[src/rtl/pact_core_cmd_dispatcher_if.sv]
// Command valid/ready channel from the PACT control front-end into the dispatcher.
// master = front-end side, slave = dispatcher side.
interface pact_core_cmd_dispatcher_if #(
    parameter int BW_SUBOP     = 4,
    parameter int BW_IMMEDIATE = 32
);
    logic                    cmd_valid;
    logic                    cmd_ready;
    logic [BW_SUBOP-1:0]     cmd_subop;
    logic                    cmd_is_float;
    logic [BW_IMMEDIATE-1:0] cmd_immediate;

    modport master (
        output cmd_valid, cmd_subop, cmd_is_float, cmd_immediate,
        input  cmd_ready
    );

    modport slave (
        input  cmd_valid, cmd_subop, cmd_is_float, cmd_immediate,
        output cmd_ready
    );
endinterface

[src/rtl/pact_core_cmd_dispatcher.sv]
// Buffers PACT core commands in a small FIFO and issues them one at a time over
// the node's start/finish handshake, with operands held stable between issues.
module pact_core_cmd_dispatcher #(
    parameter int BW_SUBOP      = 4,
    parameter int BW_IMMEDIATE  = 32,
    parameter int FIFO_DEPTH    = 4,
    parameter int BW_DONE_COUNT = 16
) (
    input  logic                           clk,
    input  logic                           rst,
    input  logic                           enable_i,
    input  logic                           flush_i,
    pact_core_cmd_dispatcher_if.slave      cmd,
    output logic                           start_o,
    input  logic                           finish_i,
    output logic [BW_SUBOP-1:0]            subop_o,
    output logic                           operation_is_float_o,
    output logic [BW_IMMEDIATE-1:0]        immediate_value_o,
    output logic                           busy_o,
    output logic [$clog2(FIFO_DEPTH):0]    fifo_count_o,
    output logic [BW_DONE_COUNT-1:0]       done_count_o,
    output logic                           dropped_idle_o
);
    localparam int AW = $clog2(FIFO_DEPTH);
    localparam int CW = AW + 1;
    localparam int EW = BW_SUBOP + 1 + BW_IMMEDIATE;

    typedef enum logic [1:0] {S_IDLE, S_ISSUE, S_WAIT} state_t;

    state_t                   state_q, state_d;
    logic [EW-1:0]            mem_q [FIFO_DEPTH];
    logic [AW-1:0]            wr_ptr_q, rd_ptr_q;
    logic [CW-1:0]            count_q, count_d;
    logic [BW_SUBOP-1:0]      subop_q;
    logic                     float_q;
    logic [BW_IMMEDIATE-1:0]  imm_q;
    logic [BW_DONE_COUNT-1:0] done_q;
    logic                     dropped_q;

    logic          full, push, pop, load, drop, done_inc;
    logic [EW-1:0] head;

    assign full          = (count_q == CW'(FIFO_DEPTH));
    assign cmd.cmd_ready = !full && !flush_i && !rst;
    assign push          = cmd.cmd_valid && cmd.cmd_ready;
    assign head          = mem_q[rd_ptr_q];

    always_comb begin
        state_d  = state_q;
        pop      = 1'b0;
        load     = 1'b0;
        drop     = 1'b0;
        done_inc = 1'b0;
        case (state_q)
            S_IDLE: begin
                // The node never finishes subop 0, so it is retired here instead of issued.
                if (enable_i && count_q != '0 && !flush_i) begin
                    pop = 1'b1;
                    if (head[EW-1 -: BW_SUBOP] != '0) begin
                        load    = 1'b1;
                        state_d = S_ISSUE;
                    end else begin
                        drop     = 1'b1;
                        done_inc = 1'b1;
                    end
                end
            end
            S_ISSUE: state_d = S_WAIT;
            S_WAIT: begin
                if (finish_i) begin
                    done_inc = 1'b1;
                    state_d  = S_IDLE;
                end
            end
            default: state_d = S_IDLE;
        endcase
    end

    always_comb begin
        count_d = count_q;
        if (flush_i)           count_d = '0;
        else if (push && !pop) count_d = count_q + 1'b1;
        else if (pop && !push) count_d = count_q - 1'b1;
    end

    always_ff @(posedge clk) begin
        if (push) mem_q[wr_ptr_q] <= {cmd.cmd_subop, cmd.cmd_is_float, cmd.cmd_immediate};
    end

    always_ff @(posedge clk or posedge rst) begin
        if (rst) begin
            state_q   <= S_IDLE;
            wr_ptr_q  <= '0;
            rd_ptr_q  <= '0;
            count_q   <= '0;
            subop_q   <= '0;
            float_q   <= 1'b0;
            imm_q     <= '0;
            done_q    <= '0;
            dropped_q <= 1'b0;
        end else begin
            state_q   <= state_d;
            count_q   <= count_d;
            dropped_q <= drop;
            if (push) wr_ptr_q <= wr_ptr_q + 1'b1;
            // No push is accepted during flush, so wr_ptr_q is the post-flush head.
            if (flush_i)  rd_ptr_q <= wr_ptr_q;
            else if (pop) rd_ptr_q <= rd_ptr_q + 1'b1;
            if (load) begin
                subop_q <= head[EW-1 -: BW_SUBOP];
                float_q <= head[BW_IMMEDIATE];
                imm_q   <= head[BW_IMMEDIATE-1:0];
            end
            if (done_inc) done_q <= done_q + 1'b1;
        end
    end

    assign start_o              = (state_q == S_ISSUE);
    assign subop_o              = subop_q;
    assign operation_is_float_o = float_q;
    assign immediate_value_o    = imm_q;
    assign busy_o               = (state_q != S_IDLE) || (count_q != '0);
    assign fifo_count_o         = count_q;
    assign done_count_o         = done_q;
    assign dropped_idle_o       = dropped_q;
endmodule

[src/flat_wrapper.sv]
// flat-port wrapper written by rule: the top's interface ports become plain ports
module pact_core_cmd_dispatcher_flat 
#(
    parameter int BW_SUBOP      = 4,
    parameter int BW_IMMEDIATE  = 32,
    parameter int FIFO_DEPTH    = 4,
    parameter int BW_DONE_COUNT = 16
)
  (clk, rst, enable_i, flush_i, start_o, finish_i, subop_o, operation_is_float_o, immediate_value_o, busy_o, fifo_count_o, done_count_o, dropped_idle_o, cmd_cmd_valid, cmd_cmd_subop, cmd_cmd_is_float, cmd_cmd_immediate, cmd_cmd_ready);
  pact_core_cmd_dispatcher_if #(.BW_SUBOP(BW_SUBOP), .BW_IMMEDIATE(BW_IMMEDIATE)) cmd_i ();
  input  logic clk;
  input  logic rst;
  input  logic enable_i;
  input  logic flush_i;
  output logic start_o;
  input  logic finish_i;
  output logic [BW_SUBOP-1:0] subop_o;
  output logic operation_is_float_o;
  output logic [BW_IMMEDIATE-1:0] immediate_value_o;
  output logic busy_o;
  output logic [$clog2(FIFO_DEPTH):0] fifo_count_o;
  output logic [BW_DONE_COUNT-1:0] done_count_o;
  output logic dropped_idle_o;
  input wire logic [$bits(cmd_i.cmd_valid)-1:0] cmd_cmd_valid;
  input wire logic [$bits(cmd_i.cmd_subop)-1:0] cmd_cmd_subop;
  input wire logic [$bits(cmd_i.cmd_is_float)-1:0] cmd_cmd_is_float;
  input wire logic [$bits(cmd_i.cmd_immediate)-1:0] cmd_cmd_immediate;
  output wire logic [$bits(cmd_i.cmd_ready)-1:0] cmd_cmd_ready;
  assign cmd_i.cmd_valid = cmd_cmd_valid;
  assign cmd_i.cmd_subop = cmd_cmd_subop;
  assign cmd_i.cmd_is_float = cmd_cmd_is_float;
  assign cmd_i.cmd_immediate = cmd_cmd_immediate;
  assign cmd_cmd_ready = cmd_i.cmd_ready;
  pact_core_cmd_dispatcher #(.BW_SUBOP(BW_SUBOP), .BW_IMMEDIATE(BW_IMMEDIATE), .FIFO_DEPTH(FIFO_DEPTH), .BW_DONE_COUNT(BW_DONE_COUNT)) u_core (.clk(clk), .rst(rst), .enable_i(enable_i), .flush_i(flush_i), .cmd(cmd_i), .start_o(start_o), .finish_i(finish_i), .subop_o(subop_o), .operation_is_float_o(operation_is_float_o), .immediate_value_o(immediate_value_o), .busy_o(busy_o), .fifo_count_o(fifo_count_o), .done_count_o(done_count_o), .dropped_idle_o(dropped_idle_o));
endmodule
[config.mk]
export PLATFORM = sky130hd
export DESIGN_NAME = pact_core_cmd_dispatcher_flat
export DESIGN_NICKNAME = d
export VERILOG_FILES = /design/src/rtl/pact_core_cmd_dispatcher_if.sv /design/src/rtl/pact_core_cmd_dispatcher.sv /design/src/flat_wrapper.sv
export SDC_FILE = /design/constraint.sdc
export NUM_CORES = 1
export LEC_CHECK = 0
export CORE_UTILIZATION = 34
export DETAILED_ROUTE_END_ITERATION = 8
export PLACE_DENSITY = 0.64
export REMOVE_ABC_BUFFERS = 1
export SKIP_LAST_GASP = 1
export SLEW_MARGIN = 20
export SYNTH_ARGS = -nofsm -noshare
export SYNTH_HDL_FRONTEND = slang
export SYNTH_SLANG_ARGS = --single-unit
export TNS_END_PERCENT = 50
[constraint.sdc]
create_clock -name clk -period 2.4 [get_ports clk]
set_input_delay 0.6 -clock clk [delete_from_list [all_inputs] [get_ports clk]]
set_output_delay 0.6 -clock clk [all_outputs]
set_load 0.005 [all_outputs]
=== Word-level counts from Yosys, hierarchy flattened ===
Memories as Yosys holds them, arrays and structs flattened.
Cells that the tools add are included.

* Word-level logic and storage cells: 62
* Bits of input ports: 43
* Flip-flop bits (word level): 63
* Output and inout bits: 60
* Memories kept: 1
* Memory bits (writable): 148

{| class="wikitable"
|+ Memory list
! name !! depth !! width !! rd ports !! clocked after Yosys merged registers in !! wr ports !! RTL line !! text
|-
| u_core.mem_q || 4 || 37 || 1 || 0 || 1 || pact_core_cmd_dispatcher.sv:31 || <nowiki>logic [EW-1:0] mem_q [FIFO_DEPTH];</nowiki>
|}

* Eq/ne operators: 6
* Multiplexer cells: 21
* Add/sub/neg operators: 5
* Reductions and logical operators: 20

{| class="wikitable"
|+ Operators with widths
! kind !! number
|-
| $add 16x1->16 const B || 1
|-
| $mux 1 || 11
|-
| $mux 2 || 5
|-
| $mux 3 || 3
|-
| $logic_and 1x1->1 || 7
|-
| $pmux 2 s3 || 1
|-
| $reduce_bool 3->1 || 2
|-
| $logic_not 1->1 || 5
|-
| $add 2x1->2 const B || 2
|-
| $ne 2x1->1 const B || 2
|-
| $reduce_bool 2->1 || 2
|-
| $reduce_bool 4->1 || 1
|-
| $add 3x1->3 const B || 1
|-
| $eq 3x3->1 const B || 1
|-
| $reduce_and 3->1 || 1
|-
| $sub 3x1->3 const B || 1
|-
| $eq 2x1->1 const B || 1
|-
| $eq 2x2->1 const B || 1
|-
| $logic_not 2->1 || 1
|-
| $ne 2x2->1 const B || 1
|-
| $pmux 1 s2 || 1
|-
| $logic_or 1x1->1 || 1
|}

=== Depth between registers and ports, before layout ===
Gate-level depths: netlist (run 1).

* Depth after elaboration: 10
* Depth in mapped cells: 8
* Gate-level depth less buffers: 6

=== Worst setup path after synthesis (run 1) ===
OpenSTA, ideal clock, no wires.

* Path type: input to register
* From: in flush_i
* To: mem u_core.mem_q[0][0] (netlist name) (enable)
* Stages on the path: 3
* Setup time: 398 ps
* Arrival: 2430 ps
* Path buffers: 1
* Path slack: -428 ps
* Data required time: 2002 ps
* Path through: clkbuf_1 a2111oi_2 and2_1

* Longest elaborated chain between the ends: 6

{| class="wikitable"
|+ Ends and longest elaborated chain
! what !! RTL line !! text
|-
| start: declaration || flat_wrapper.sv:14 || <nowiki>input logic flush_i;</nowiki>
|-
| $logic_not 1->1 || pact_core_cmd_dispatcher.sv:44 || <nowiki>assign cmd.cmd_ready = !full && !flush_i && !rst;</nowiki>
|-
| $logic_and 1x1->1 (2 in series) || pact_core_cmd_dispatcher.sv:44 ||
|-
| $logic_and 1x1->1 || pact_core_cmd_dispatcher.sv:45 || <nowiki>assign push = cmd.cmd_valid && cmd.cmd_ready;</nowiki>
|-
| $mux 1 || pact_core_cmd_dispatcher.sv:87 || <nowiki>if (push) mem_q[wr_ptr_q] <= {cmd.cmd_subop, cmd.cmd_is_float, cmd.cmd_immediate};</nowiki>
|-
| $mux 1 (not written as such) || pact_core_cmd_dispatcher.sv:87 ||
|-
| end: declaration || pact_core_cmd_dispatcher.sv:31 ||
|}

No other way between the ends.

=== Worst setup path after layout (run 1) ===
* From: reg u_core.state_q[0]
* To: out start_o

* Longest elaborated chain between the ends: 1

{| class="wikitable"
|+ Ends and longest elaborated chain
! what !! RTL line !! text
|-
| start: declaration || pact_core_cmd_dispatcher.sv:30 || <nowiki>state_t state_q, state_d;</nowiki>
|-
| start signal: assignment || pact_core_cmd_dispatcher.sv:102 || <nowiki>state_q <= state_d;</nowiki>
|-
| $eq 2x1->1 || pact_core_cmd_dispatcher.sv:118 || <nowiki>assign start_o = (state_q == S_ISSUE);</nowiki>
|-
| end: declaration || flat_wrapper.sv:15 || <nowiki>output logic start_o;</nowiki>
|}

No other way between the ends.

==> out/qor.txt, run 1 <==
Slew headroom = 69.40%
Mean Syn Cell Area = 19.84 µm²
Hold Crit Class = flop to flop
main combinational cell family by area after synthesis = multiplexers
Die H = 156.3 µm
met1 Use GR = 17.72%
# diodes = 0
vias in the first global route = 4464
post-layout min period = 2.377 ns
Crit path arrival time = 1.78 ns
met2 global-route usage = 22.28%
cell count after placement = 846
Layout Nets = 609
final period utilization = 99.05%
Least-Margin Pin Slew = 0.4590 ns
# Max-Cap Violations = 0
post-route ant nets = 0
hold-fix buffer count after cts = 0
Most Crowded Layer GR = met2
core area = 0.02340 mm²
first-pass GRT wire length = 24.86 mm
number of core rows = 56
pin count of the biggest net entering global routing = 38
initial drt markers = 237
Die Wd = 156.3 µm
GRT Overall Usage = 13.37%
Pre-antenna DRT Iters = 4
TNS Setup = 0 ns
mux cell area share after synthesis = 15.69%
critical path class = flop to primary output
worst vdd ir = 632.4 µV
clk_lat worst skew = 0.50 ns
M3 GR Usage = 2.797%
Post-Synth Adder-Cell Area = 1.020%
Placed Area = 0.009822 mm²
root buf cell = clkbuf_16
Finished Cell Area = 0.01065 mm²
DIE AREA = 0.02443 mm²
Area growth syn-to-layout = 31.54%
final WL = 16.21 mm
Congestion Overflow GR = 0
initial antenna violation count = 0
Initial Util = 34.59%
Fmax = 420.7 MHz
post-synthesis simple-gate area fraction = 4.282%
Synth Cell Area = 0.008094 mm²
sequential share of the synthesized area = 74.39%
Critical Path RT = 1.80 ns
power density over cell area = 1074 mW/mm²
fin util = 45.49%
clk sinks = 211
Mapped Cells = 408
routability-driven placement congestion ratio = 0.7810
final setup fails = 0
Vias = 4179
CP Max Fanout = 17
average vias per placed instance = 4.664
post-synthesis compound-gate area fraction = 0.8657%
HPWL after DPL = 10.72 mm
post-synthesis register bit count = 211
Ys Warns = 0
port buffer count = 102
XOR/XNOR Fraction of Synth Area = 2.056%
commonest cells after routing, fill and taps aside = 148 x edfxtp_1, 101 x clkdlybuf4s50_1, 61 x dfrtp_1, 37 x mux4_2, 37 x mux2_2
share of cells above drive strength 1 = 28.42%
H-Tree Depth = 1
CTS tree = done
hold_ws = 0.4630 ns
Leak Pwr = 3.828 nW
DR WL/cell = 18.09 µm
Hold Vio Cnt, Final = 0
Setup Skew = 0.008951 ns
Clock Path Buffers = 3
Top Ports = 103
unique cell type count in the Yosys netlist = 35
commonest non-fill, non-tap cell in the layout = edfxtp_1
crit end category = primary output
# DRC = 0
Worst-path clk slew = 0.05 ns
startpoint class of the critical path = flop
Layout Cells excl Fill = 896
Pins Over Slew Limit = 0
TritonCTS Buffers = 24
RSZ-0062 raised after global routing = true
status = finished clean
[where the power goes]
part	switching [mW]	internal, mW
Sequential	0.356	4.48
Clock	1.37	1.99
Combinational	1.26	1.97
Total	2.99	8.45
[flip-flops by register name (all words and copies together), names as in the netlist]
name and count:
u_core.done_count_o 16, u_core.immediate_value_o 32, u_core.rd_ptr_q 2, u_core.mem_q 148, u_core.dropped_idle_o 1, u_core.wr_ptr_q 2, u_core.subop_o 4, u_core.operation_is_float_o 1
u_core.state_q 2, u_core.fifo_count_o 3
[stage by stage]
step           setup slack, ns  power, mW
2_1_floorplan           -1.997      6.502
6_report               0.02282      11.43
4_1_cts                -0.1055      11.55
3_3_place_gp          -0.09454      8.039
3_5_place_dp           -0.1750      8.119
5_1_grt               -0.06850      12.02
[worst max-delay path, cell delays in order, from the launching register on]
cell,delay (ns)
dfrtp_1,0.36
buf_6,0.21
nor2b_2,0.20
clkdlybuf4s50_1,0.52
[cell families after synthesis]
| kind of cell | Yosys count |
|---|---|
| DFF | 211 |
| muxes | 76 |
| and+or+nand+nor | 60 |
| buffers and inverters | 26 |
| xor gates and xnor gates | 19 |
| AOI/OAI and AO/OA | 10 |
| adders and majority gates | 6 |
[Yosys cell counts]
master	number	area share (%)
and4_1	1	0.11
buf_6	5	0.70
nor4bb_1	1	0.12
a22oi_2	1	0.15
edfxtp_1	148	55
a2111oi_2	1	0.19
a211oi_1	1	0.093
inv_1	9	0.42
buf_2	2	0.12
a21oi_1	2	0.12
dfrtp_1	63	19
nand2_1	16	0.74
nor4b_4	1	0.29
clkbuf_1	6	0.28
ha_1	5	0.77
xor2_1	17	1.8
nor3_1	9	0.56
or3_1	1	0.077
nor3b_1	3	0.28
mux2_2	37	5.1
and2_1	5	0.39
mux4_2	37	10
nor2b_1	4	0.31
nor4_4	1	0.26
nor4_1	4	0.31
and3_1	1	0.077
nand3_1	4	0.25
o21ai_0	5	0.31
mux2i_1	2	0.25
fa_1	1	0.25
or2_2	1	0.077
buf_1	4	0.19
xnor2_1	2	0.22
nor2_1	6	0.28
nand4_1	2	0.15
[what timing repair did]
item | in CTS | in global routing
gates cloned | 0 | 1
setup buffers | 3 | 3
resized for setup | 3 | 6
endpoints found under the setup margin | 10 | 16
pin swaps | 1 | 4
[final timing paths]
| kind | cells after the start | slack (ns) | from | end |
|---|---|---|---|---|
| min | 1 | 0.46 | u_core.done_count_o[15] | u_core.done_count_o[15] |
| max in group asynchronous | 4 | 1.31 | rst | u_core.rd_ptr_q[0] |
| min in group asynchronous | 3 | 0.54 | rst | u_core.fifo_count_o[0] |
| max reg2reg | 5 | 0.05 | u_core.rd_ptr_q[0] | u_core.done_count_o[11] |
| min reg2reg | 1 | 0.46 | u_core.done_count_o[15] | u_core.done_count_o[15] |
| max | 3 | 0.02 | u_core.state_q[0] | start_o |
[routing by layer]
metal,share of wire (%),vias to the layer above
li1,-,1893
met1,43,2144
met2,49,119
met3,5.8,23
met4,1.7,0
met5,0,-
[final cells by class]
| type | count | area (µm²) |
|---|---|---|
| clock buffer | 28 | 636.9 |
| sequential | 211 | 6026 |
| tap | 319 | 399.1 |
| inverter | 9 | 35.03 |
| timing repair buffer | 142 | 1461 |
| fill | 2056 | 12760 |
| clock inverter | 15 | 90.09 |
| multi-input combinational | 172 | 1998 |
No activity file was read; power rests on OpenSTA's default activity.
==> run 2: changes to the inputs <==
Settings changed: PLACE_DENSITY 0.64 to 0.53.
==> run 2 against run 1 <==
Compared with the run above:
- flip-flop and latch count stayed put
- clock-buffer cell count is 2 higher
- core utilization is 0.63 points lower
- clock skew is 0.0076 ns higher
- hold slack worse by 0.22 ns
- global-route usage is 0.38 points higher
- power is 1.6% lower
==> out/qor.txt, run 2 (synthesis results as in run 1) <==
final setup fails = 0 (unchanged)
power density over cell area = 1072 mW/mm² (-0.20%)
total power = 11.25 mW (-1.6%)
CP Max Fanout = 17 (unchanged)
DIE AREA = 0.02443 mm² (unchanged)
TritonCTS Buffers = 23 (-4.2%)
core area = 0.02340 mm² (unchanged)
vias in the first global route = 4420 (-0.99%)
share of cells above drive strength 1 = 27.92% (-0.51 points)
crit end category = primary output
pin count of the biggest net entering global routing = 29 (-24%)
port buffer count = 102 (unchanged)
HPWL after DPL = 10.24 mm (-4.5%)
Pins Over Slew Limit = 0 (unchanged)
hold_ws = 0.2443 ns (-0.2187 ns)
Congestion Overflow GR = 0 (unchanged)
Crit path arrival time = 1.72 ns (-0.06 ns)
startpoint class of the critical path = flop
fin util = 44.86% (-0.63 points)
Worst-path clk slew = 0.06 ns (about the same)
post-route ant nets = 0 (unchanged)
CP cell instances = buf_8 > nor2b_2 > clkdlybuf4s50_1
CP max stage cell = clkdlybuf4s50_1
commonest cells after routing, fill and taps aside = 148 x edfxtp_1, 99 x clkdlybuf4s50_1, 59 x dfrtp_1, 37 x mux4_2, 37 x mux2_2
Area growth syn-to-layout = 29.71%
Hold Vio Cnt, Final = 0 (unchanged)
sw frac = 26.37% (+0.25 points)
average vias per placed instance = 4.690 (+0.56%)
root buf cell = clkbuf_16
# DRC = 0 (unchanged)
register share of total power = 43.5% (+1.2 points)
CTS tree = done
fill count = 2081 (+1.2%)
Layout Nets = 598 (-1.8%)
initial drt markers = 222 (-6.3%)
number of core rows = 56 (unchanged)
H-Tree Depth = 1 (unchanged)
critical path class = flop to primary output
Least-Margin Pin Slew = 0.5402 ns (+0.08121 ns)
first-pass GRT wire length = 25.33 mm (+1.9%)
RSZ-0062 raised after global routing = true
worst vdd ir = 708.7 µV (+12%)
DR WL/cell = 18.37 µm (+1.6%)
Hold Crit Class = input port to async pin
Slew headroom = 63.99% (-5.4 points)
Die Wd = 156.3 µm (unchanged)
Die H = 156.3 µm (unchanged)
commonest non-fill, non-tap cell in the layout = edfxtp_1
Top reg by flops = u_core.mem_q
final WL = 16.26 mm (+0.31%)
Switch Pwr = 2.967 mW (-0.66%)
routability-driven placement congestion ratio = 0.7952 (+1.8%)
clock share of power = 28.8% (-0.5 points)
final period utilization = 96.80% (-2.3 points)
GRT Overall Usage = 13.75% (+0.38 points)
Top Ports = 103 (unchanged)
# diodes = 0 (unchanged)
Finished Cell Area = 0.01050 mm² (-1.4%)
Setup Skew = 0.01657 ns (+0.007618 ns)
Critical Path RT = 1.80 ns (about the same)
max reg flops = 148 (unchanged)
Worst Path Buf+Inv = 2 (unchanged)
Vias = 4151 (-0.67%)
Placed Area = 0.009773 mm² (-0.50%)
clk_lat worst skew = 0.51 ns (about the same)
Pre-antenna DRT Iters = 4 (unchanged)
Initial Util = 34.59% (unchanged)
clk sinks = 211 (unchanged)
Fmax = 430.4 MHz (+2.3%)
status = finished clean
Clock Path Buffers = 3 (unchanged)
largest stage delay on the critical path = 0.52 ns (about the same)
# Max-Cap Violations = 0 (unchanged)
cell count after placement = 842 (-0.47%)
Comb power frac = 27.8% (-0.5 points)
internal power = 8.284 mW (-1.9%)
hold-fix buffer count after cts = 0 (unchanged)
CP top delay family = buffers and inverters
post-layout min period = 2.323 ns (-0.05401 ns)
Leak Pwr = 3.778 nW (-1.3%)
initial antenna violation count = 2 (+2)
Layout Cells excl Fill = 885 (-1.2%)
run 2: per-stage QoR:
step	worst slack, ns	TNS [ns]
after global placement	-0.1340	-15.15
after CTS	-0.01499	-0.01499
after floorplan	-1.997	-135.61
after detailed placement	-0.09954	-15.77
final	0.07684	0
after global routing	-0.04064	-0.1897
run 2: power groups by stage:
stage          Combinational (mW)  Sequential [mW]  Clock, mW
2_1_floorplan                1.44             5.06          0
3_3_place_gp                 3.10             4.94          0
3_5_place_dp                 3.16             4.95          0
4_1_cts                      3.18             4.89       3.34
5_1_grt                      3.40             4.97       3.48
6_report                     3.12             4.89       3.23
run 2: repair_timing:
item / in CTS / in global routing
gates resized for setup: 4 / 7
pin swaps: 0 / 1
setup buffers: 0 / 1
endpoints found under the setup margin: 2 / 12
run 2: layer usage:
layer  track usage (%)  vias up  part of all wire (%)
li1                  -     1872                     -
met3             3.572       23                   5.2
met1             18.23     2152                    45
met4             3.735        2                   2.0
met5                 0        -                 0.068
met2             22.39      102                    47
run 2: area by class of cell:
cell class / count / area [µm²] / area share (%)
sequential: 211 / 6028 / 57.42
multi-input combinational: 171 / 1973 / 18.79
timing repair buffer: 133 / 1374 / 13.09
clock buffer: 30 / 601.8 / 5.732
tap: 319 / 399.1 / 3.802
clock inverter: 12 / 87.58 / 0.8342
inverter: 9 / 35.03 / 0.3337
run 2: worst paths after layout:
| path | start | to | slack, ns | depth (start not counted) |
|---|---|---|---|---|
| min reg2reg | u_core.done_count_o[15] | u_core.done_count_o[15] | 0.47 | 1 |
| max reg2reg | u_core.rd_ptr_q[0] | u_core.done_count_o[4] | 0.09 | 6 |
| min in group clk | u_core.done_count_o[15] | u_core.done_count_o[15] | 0.47 | 1 |
| min | rst | u_core.immediate_value_o[5] | 0.24 | 2 |
| max | u_core.state_q[0] | start_o | 0.08 | 3 |
| max in group asynchronous | rst | u_core.rd_ptr_q[0] | 1.68 | 3 |
==> run 3: changes to the inputs <==
Settings changed: PLACE_DENSITY 0.53 to unset.
==> run 3 against run 2 <==
Compared with the run above:
- via count is 0.14% lower
- clock-buffer cell count down 2
- hold slack better by 0.22 ns
- sequential share of layout area decreased by 0.32 points
- final cell count up 0.23%
- fmax increased by 0.34%
- critical path depth increased by 3
- critical endpoint is now u_core.done_count_o[1]
- largest power group unchanged
==> out/qor.txt, run 3 (synthesis results as in run 1) <==
CP cell instances = mux4_2 > nor4_4 > a22oi_2 > buf_4 > nor2_1 > mux2_2
Area growth syn-to-layout = 30.38%
CP max stage cell = mux4_2
Hold Vio Cnt, Final = 0 (unchanged)
CTS tree = done
Critical R2R Capture = u_core.done_count_o[1]
Worst-path clk slew = 0.06 ns (about the same)
Top Ports = 103 (unchanged)
commonest cells after routing, fill and taps aside = 148 x edfxtp_1, 101 x clkdlybuf4s50_1, 61 x dfrtp_1, 37 x mux4_2, 37 x mux2_2
total power = 11.23 mW (-0.22%)
average vias per placed instance = 4.673 (-0.37%)
root buf cell = clkbuf_16
Top reg by flops = u_core.mem_q
R2R depth = 6 (unchanged)
initial drt markers = 214 (-3.6%)
Hold Path Sink = u_core.done_count_o[15]
Layout Nets = 602 (+0.67%)
GRT Overall Usage = 13.45% (-0.30 points)
Congestion Overflow GR = 0 (unchanged)
DIE AREA = 0.02443 mm² (unchanged)
final setup fails = 0 (unchanged)
Pins Over Slew Limit = 0 (unchanged)
Leak Pwr = 3.780 nW (about the same)
hold_ws = 0.4631 ns (+0.2188 ns)
H-Tree Depth = 1 (unchanged)
CP top delay family = multiplexers
crit end category = flop
largest stage delay on the critical path = 0.58 ns (+0.06 ns)
Slew headroom = 69.29% (+5.3 points)
CP Max Fanout = 7 (-10)
Die H = 156.3 µm (unchanged)
final period utilization = 96.47% (-0.33 points)
commonest non-fill, non-tap cell in the layout = edfxtp_1
share of cells above drive strength 1 = 27.64% (-0.27 points)
startpoint class of the critical path = flop
fill count = 2064 (-0.82%)
final WL = 15.93 mm (-2.0%)
Critical R2R Launch = u_core.rd_ptr_q[0]
Clock Path Buffers = 3 (unchanged)
HPWL after DPL = 10.65 mm (+4.0%)
# DRC = 0 (unchanged)
cell count after placement = 844 (+0.24%)
vias in the first global route = 4384 (-0.81%)
core area = 0.02340 mm² (unchanged)
# Max-Cap Violations = 0 (unchanged)
post-route ant nets = 0 (unchanged)
Critical Path RT = 2.78 ns (+0.98 ns)
Hold Crit Class = flop to flop
max reg flops = 148 (unchanged)
DR WL/cell = 17.96 µm (-2.2%)
# diodes = 0 (unchanged)
post-layout min period = 2.315 ns (-0.007848 ns)
routability-driven placement congestion ratio = 0.8069 (+1.5%)
worst vdd ir = 602.8 µV (-15%)
clk sinks = 211 (unchanged)
initial antenna violation count = 0 (-2)
first-pass GRT wire length = 24.80 mm (-2.1%)
Pre-antenna DRT Iters = 4 (unchanged)
port buffer count = 102 (unchanged)
WHS Path Cells = 1
Vias = 4145 (-0.14%)
fin util = 45.09% (+0.23 points)
Fmax = 431.9 MHz (+0.34%)
number of core rows = 56 (unchanged)
Layout Cells excl Fill = 887 (+0.23%)
Crit path arrival time = 2.70 ns (+0.98 ns)
critical path class = flop to flop
TritonCTS Buffers = 23 (unchanged)
r2r setup slk = 0.08 ns (about the same)
Setup Skew = 0.01212 ns (-0.004453 ns)
Least-Margin Pin Slew = 0.4601 ns (-0.08016 ns)
pin count of the biggest net entering global routing = 22 (-24%)
clk_lat worst skew = 0.50 ns (about the same)
Initial Util = 34.59% (unchanged)
power density over cell area = 1064 mW/mm² (-0.73%)
Die Wd = 156.3 µm (unchanged)
hold_sp = u_core.done_count_o[15]
Worst Path Buf+Inv = 1 (-1)
status = finished clean
RSZ-0062 raised after global routing = true
[run 3: how the worst max path moves through the flow]
stage	startpoint	end	depth (start not counted)
3_5_place_dp	rst	u_core.fifo_count_o[2]	6
4_1_cts	rst	cmd_cmd_ready	3
6_report	u_core.rd_ptr_q[0]	u_core.done_count_o[1]	6
5_1_grt	u_core.rd_ptr_q[0]	u_core.done_count_o[5]	6
3_3_place_gp	flush_i	u_core.fifo_count_o[2]	7
2_1_floorplan	u_core.rd_ptr_q[0]	u_core.immediate_value_o[0]	4
[run 3: layout make-up]
class / instances / area, µm² / area share [%]
clock buffer: 28 / 594.3 / 5.632
clock inverter: 12 / 91.34 / 0.8655
multi-input combinational: 171 / 1971 / 18.67
tap: 319 / 399.1 / 3.782
inverter: 9 / 35.03 / 0.3320
sequential: 211 / 6026 / 57.10
timing repair buffer: 137 / 1436 / 13.61
[run 3: report_power, final]
part           leakage, nW  switching, mW  internal (mW)
clock                0.326           1.35           1.87
combinational         1.33           1.23           1.93
sequential            2.12          0.358           4.48
[run 3: metrics by stage]
step	setup TNS [ns]	setup WS, ns	instance area [µm²]
2_1_floorplan	-135.61	-1.997	7990
3_3_place_gp	-8.139	-0.1239	9819
3_5_place_dp	-13.16	-0.1532	9819
4_1_cts	-0.02744	-0.02744	10530
5_1_grt	-0.1789	-0.05496	10550
6_report	0	0.08469	10550
[run 3: worst reg2reg max path: stages (launching register included)]
cell     delay (ns)
dfrtp_4        0.49
mux4_2         0.58
nor4_4         0.34
a22oi_2        0.13
buf_4          0.18
nor2_1         0.14
mux2_2         0.35
[run 3: timing repair]
item	in CTS	in global routing
pin swaps	1	0
resized for setup	1	4
setup endpoints to repair	2	8
buffers inserted	3	0
hold buffers	0	0
[run 3: layer usage]
metal  up-vias  track usage (%)  share of wire, %
met5         -                0                 0
met4         0            3.315               1.3
met3        19            2.991               6.0
met2       119            22.34                48
met1      2129            17.94                44
li1       1878                -                 -
